--- config.mk ---
export PLATFORM = sky130hd
export DESIGN_NAME = bf16_add_arb
export DESIGN_NICKNAME = d
export VERILOG_FILES = /design/src/rtl/bf16_pkg.sv /design/src/rtl/bf16_add.sv /design/src/rtl/rr_arbiter.sv /design/src/rtl/bf16_add_arb.sv
export SDC_FILE = /design/constraint.sdc
export NUM_CORES = 1
export LEC_CHECK = 0
export BUFFER_PORTS_ARGS = -buffer_cell sky130_fd_sc_hd__buf_4
export CORE_MARGIN = 3
export CORE_UTILIZATION = 55
export DETAILED_ROUTE_END_ITERATION = 7
export PLACE_DENSITY = 0.86
export SYNTH_ARGS = -nofsm -noshare
export SYNTH_HDL_FRONTEND = slang
export SYNTH_HIERARCHICAL = 1
export SYNTH_SLANG_ARGS = --single-unit
--- constraint.sdc ---
create_clock -name clk -period 39.1 [get_ports clk]
set_input_delay 7.82 -clock clk [delete_from_list [all_inputs] [get_ports clk]]
set_output_delay 7.82 -clock clk [all_outputs]
set_load 0.05 [all_outputs]
--- src/rtl/bf16_pkg.sv ---
// bf16_pkg: bf16 field layout, widths and flat-bus operand slicing shared by the adder datapath
package bf16_pkg;
  localparam int BF16_W = 16;
  localparam int BF16_E_W = 8;
  localparam int BF16_M_W = 7;
  localparam int BF16_MAX_REQ = 16;
  localparam int BF16_BUS_W = BF16_MAX_REQ * BF16_W;
  typedef struct packed {
    logic s;
    logic [BF16_E_W-1:0] e;
    logic [BF16_M_W-1:0] m;
  } bf16_t;
  function automatic bf16_t bf16_slice(input logic [BF16_BUS_W-1:0] bus, input int unsigned i);
    return bus[BF16_W*i +: BF16_W];
  endfunction
endpackage

--- src/rtl/bf16_add.sv ---
// bf16_add: combinational bf16 adder, round-to-nearest-even, subnormals flushed to zero
module bf16_add
  import bf16_pkg::*;
(
  input  logic [BF16_W-1:0] a,
  input  logic [BF16_W-1:0] b,
  output logic [BF16_W-1:0] sum
);
  bf16_t x, y, l, sm;
  logic x_ge, sub, inc, nan, zero_res;
  logic [7:0] sig_l, sig_s, d, rnd;
  logic [26:0] al;
  logic [10:0] ls, ss, n;
  logic [11:0] s12;
  logic [3:0] lz;
  logic [9:0] ex, ex_r;
  logic [15:0] fin;
  assign x = a;
  assign y = b;
  always_comb begin
    x_ge = {x.e, x.e == '0 ? 7'd0 : x.m} >= {y.e, y.e == '0 ? 7'd0 : y.m};
    l = x_ge ? x : y;
    sm = x_ge ? y : x;
    sig_l = (l.e == '0) ? 8'd0 : {1'b1, l.m};
    sig_s = (sm.e == '0) ? 8'd0 : {1'b1, sm.m};
    d = l.e - sm.e;
    // three extra bits below the lsb: guard, round, sticky
    al = {sig_s, 19'd0} >> d[4:0];
    ss = (d > 8'd19) ? {10'd0, |sig_s} : {al[26:17], |al[16:0]};
    ls = {sig_l, 3'd0};
    sub = l.s ^ sm.s;
    s12 = sub ? {1'b0, ls} - {1'b0, ss} : {1'b0, ls} + {1'b0, ss};
    lz = 4'd0;
    for (int i = 0; i < 11; i++) if (s12[i]) lz = 4'(10 - i);
    n = s12[11] ? {s12[11:2], |s12[1:0]} : s12[10:0] << lz;
    ex = {2'd0, l.e} + {9'd0, s12[11]} - {6'd0, s12[11] ? 4'd0 : lz};
    inc = n[2] & (n[1] | n[0] | n[3]);
    rnd = {1'b0, n[9:3]} + {7'd0, inc};
    ex_r = ex + {9'd0, rnd[7]};
    zero_res = !n[10];
    fin = zero_res ? {x.s & y.s, 15'd0}
        : (ex[9] || ex == '0) ? {l.s, 15'd0}
        : (ex_r >= 10'd255) ? {l.s, 8'hFF, 7'd0}
        : {l.s, ex_r[7:0], rnd[6:0]};
    nan = (x.e == 8'hFF && x.m != '0) || (y.e == 8'hFF && y.m != '0)
       || (x.e == 8'hFF && y.e == 8'hFF && x.s != y.s);
    sum = nan ? 16'h7FC0 : (x.e == 8'hFF) ? x : (y.e == 8'hFF) ? y : fin;
  end
endmodule

--- src/rtl/rr_arbiter.sv ---
// rr_arbiter: round-robin grant starting the search at ptr, one-hot and encoded outputs
module rr_arbiter #(
  parameter int N = 4,
  localparam int IW = $clog2(N)
) (
  input  logic [N-1:0]  req,
  input  logic [IW-1:0] ptr,
  input  logic          en,
  output logic [N-1:0]  gnt,
  output logic [IW-1:0] gnt_idx,
  output logic          any
);
  localparam int SW = IW + 1;
  logic [SW-1:0] s;
  logic [IW-1:0] idx;
  always_comb begin
    gnt_idx = '0;
    any = 1'b0;
    s = '0;
    idx = '0;
    for (int k = N - 1; k >= 0; k--) begin
      s = {1'b0, ptr} + SW'(k);
      idx = IW'(s >= SW'(N) ? s - SW'(N) : s);
      if (en && req[idx]) begin
        gnt_idx = idx;
        any = 1'b1;
      end
    end
    gnt = any ? {{(N-1){1'b0}}, 1'b1} << gnt_idx : '0;
  end
endmodule

--- src/rtl/bf16_add_arb.sv ---
// bf16_add_arb: round-robin sharing of one bf16_add among N_REQ requesters with a registered tagged result
module bf16_add_arb
  import bf16_pkg::*;
#(
  parameter int N_REQ = 4,
  localparam int ID_W = $clog2(N_REQ)
) (
  input  logic                  clk,
  input  logic                  rst,
  input  logic [N_REQ-1:0]      req_valid_i,
  output logic [N_REQ-1:0]      req_ready_o,
  input  logic [N_REQ*16-1:0]   req_a_i,
  input  logic [N_REQ*16-1:0]   req_b_i,
  output logic                  res_valid_o,
  input  logic                  res_ready_i,
  output logic [15:0]           res_o,
  output logic [ID_W-1:0]       res_id_o
);
  logic [ID_W-1:0] ptr, gnt_idx;
  logic any;
  logic [BF16_BUS_W-1:0] a_bus, b_bus;
  bf16_t op_a, op_b;
  logic [BF16_W-1:0] sum;
  assign a_bus = BF16_BUS_W'(req_a_i);
  assign b_bus = BF16_BUS_W'(req_b_i);
  assign op_a = bf16_slice(a_bus, 32'(gnt_idx));
  assign op_b = bf16_slice(b_bus, 32'(gnt_idx));
  rr_arbiter #(.N(N_REQ)) u_arb (
    .req(req_valid_i),
    .ptr(ptr),
    .en((!res_valid_o || res_ready_i) && !rst),
    .gnt(req_ready_o),
    .gnt_idx(gnt_idx),
    .any(any)
  );
  bf16_add u_add (.a(op_a), .b(op_b), .sum(sum));
  always_ff @(posedge clk) begin
    if (rst) begin
      res_valid_o <= 1'b0;
      res_o <= '0;
      res_id_o <= '0;
      ptr <= '0;
    end else if (any) begin
      res_valid_o <= 1'b1;
      res_o <= sum;
      res_id_o <= gnt_idx;
      ptr <= (gnt_idx == ID_W'(N_REQ - 1)) ? '0 : gnt_idx + 1'b1;
    end else if (res_ready_i) begin
      res_valid_o <= 1'b0;
    end
  end
endmodule

==> out/results.ini <==
[outcome]
status=finished clean

[synthesis]
synth-edff-count=0
synth_nets=1124
syn_inst=935
synth_ff_type=dfxtp_1
synth_top_area_share_pct=10.5
async_flop_share_pct=0
ys_seq_elements=21
synth_top_area_cell=mux4_2
ys_warn_count=6
syn_area_um2=7080
synth_area_leaders=mux4_2 10%, ha_1 9.2%, mux2i_1 7.1%
avgSynthCellArea_um2=7.57
post_synth_num_cell_types=111
synth_seq_area_share_pct=5.94

[clock_tree]
htree_levels=1
post_cts.repair.setup_buffers=0
path_clk_slew_ns=0.05
cts_buffers=3
ctsHoldBuffers=0
clk_path_buf_depth=2
clkLatencyLatePin_ns=0.25
cts_resized=0
cts_tree=yes
cts.sinks=21
root_buffer=clkbuf_16

[power_and_ir_drop]
power_leakage_nw=3.62
ir_worst_vdd_uv=58.0
power_density_nw_per_um2=73.0

[layout]
layout_commonest_cell=buf_4
num_antenna_cells=0
drive_gt1_share_pct=24.7
area_growth_pct=17.5
fillers=1064
final_cell_mix=163 x buf_4, 97 x nand2_1, 96 x nor2_1, 55 x a21oi_1
fin_util_pct=67.6
nets=1245

[drt]
drt_pass1_iterations=8
vias_per_cell=6.58
drt-total-wl_mm=23.5
ant_nets=0
drt_iter0_markers=975
vias=8046
wl_per_cell_um=19.2
drc=0

[timing]
fin_crit_sh_pct=55.5
tightestPinTransition_ns=1.14
slew_headroom_pct=22.2
finalSetupTns_ns=0
finalClockSkew_ns=0.00103
period_minus_slack_ns=21.72
slew_viol_final=0
hold_viol=0
finalSetupViolations=0
max_freq_mhz=46.1
rsz0062_at_grt=false

[worst_setup_path]
critPathMostFrequentCell=o21ai_0
crit_required_ns=39.29
critical_path.top_delay_family=simple AND/OR/NAND/NOR gates
arrival_ns=21.91
r2r_slack_ns=24.76
startpoint_type=primary input
end_kind=flip-flop
crit_fanout=37
cp_num_buf_inv=4
path_class=primary input to flip-flop
slowest_stage=mux4_2
max_stage_delay_ns=0.67

[run]
max_cap_violations=0

[die]
dieArea_um2=14300
row_count=40
die_height_um=119
die_x_um=119
io_pins=158
fp.coreArea_um2=12300
start_util_pct=57.5

[grt]
grt_first_pass_wirelength_mm=38.2
grt_max_degree=39
antenna_found_initial=0
track_usage_pct=31.7
grt_overflow_total=0
grt_pass1_vias=7659

[place]
hpwl_mm=18.7
globalplace.congestion=1.00
port_buffers=157

[worst_hold_path]
min_path_type=flip-flop to flip-flop

-- sequential cells by signal, summed over array words and instances, names as in the netlist --
register,cells
res_valid_o,1
res_o,16
res_id_o,2
ptr,2
-- Yosys cell counts (all sizes together) (5+ instances only) --
| cell | instances |
|---|---|
| buf | 27 |
| inv | 50 |
| nand2 | 97 |
| o22ai | 6 |
| nor4 | 12 |
| clkbuf | 20 |
| nor2b | 20 |
| o211a | 8 |
| or3 | 18 |
| o31ai | 5 |
| dfxtp | 21 |
| nor3 | 20 |
| a21o | 11 |
| mux2i | 52 |
| nand3 | 25 |
| a21oi | 56 |
| o21a | 9 |
| a211oi | 14 |
| and3 | 6 |
| ha | 52 |
| xor2 | 10 |
| nand3b | 5 |
| and2 | 15 |
| nor2 | 100 |
| a31oi | 17 |
| o21bai | 6 |
| o2111ai | 7 |
| o211ai | 21 |
| nand4 | 9 |
| xnor2 | 17 |
| a21boi | 5 |
| nand2b | 15 |
| or2 | 10 |
| mux4 | 33 |
| o21ai | 56 |
| mux2 | 11 |
-- routing by layer --
| metal | wire length, µm | GRT usage [%] | share of wire (%) |
|---|---|---|---|
| met3 | 2070 | 3.94 | 8.8 |
| met2 | 11100 | 54.0 | 47 |
| met1 | 9710 | 42.6 | 41 |
| met5 | 0 | 0 | 0 |
| met4 | 633 | 7.73 | 2.7 |
-- cell families after synthesis --
kind of cell / Yosys count / share of synthesized area, %
and+or+nand+nor: 376 / 27.5
AOI/OAI and AO/OA: 264 / 26.9
buffers and inverters: 97 / 6.73
muxes: 96 / 19.9
adders and majority gates: 54 / 9.75
xor gates and xnor gates: 27 / 3.34
DFF: 21 / 5.94
-- power breakdown --
part / switching (W) / internal, W
logic: 0.000342 / 0.000210
clock network: 0.00000747 / 0.0000137
registers: 0.00000484 / 0.0000285
total: 0.000355 / 0.000252
-- area by class of cell --
type / instances / area, µm² / share of cell area [%]
tap: 168 / 210 / 2.53
clock inverter: 1 / 5.00 / 0.0601
timing repair buffer: 163 / 1220 / 14.7
clock buffer: 3 / 75.1 / 0.902
multi-input combinational: 817 / 6200 / 74.5
inverter: 50 / 188 / 2.26
sequential: 21 / 420 / 5.05
-- path summary, 6_finish.rpt --
| check | start | end | depth (start not counted) |
|---|---|---|---|
| min | res_valid_o | res_valid_o | 2 |
| min reg2reg | res_valid_o | res_valid_o | 2 |
| max | rst | res_o[1] | 51 |
| max reg2reg | res_valid_o | res_o[1] | 51 |
-- worst min-delay path: stages, from the launching register on --
cell and delay (ns):
dfxtp_1 0.31, nand2b_1 0.08, a21oi_1 0.06
-- stage by stage --
step	std cells	hold WS [ns]	cell area [µm²]	total power [W]	setup slack [ns]
4_1_cts	1223	0.500	8320	0.000593	17.63
6_report	1223	0.499	8320	0.000607	17.38
5_1_grt	1223	0.547	8320	0.000659	16.15
3_5_place_dp	1219	0.487	8240	0.000568	17.42
2_1_floorplan	935	0.484	7080	0.000456	18.27
3_3_place_gp	1219	0.481	8240	0.000562	17.76
No activity file was read; power rests on OpenSTA's default activity.
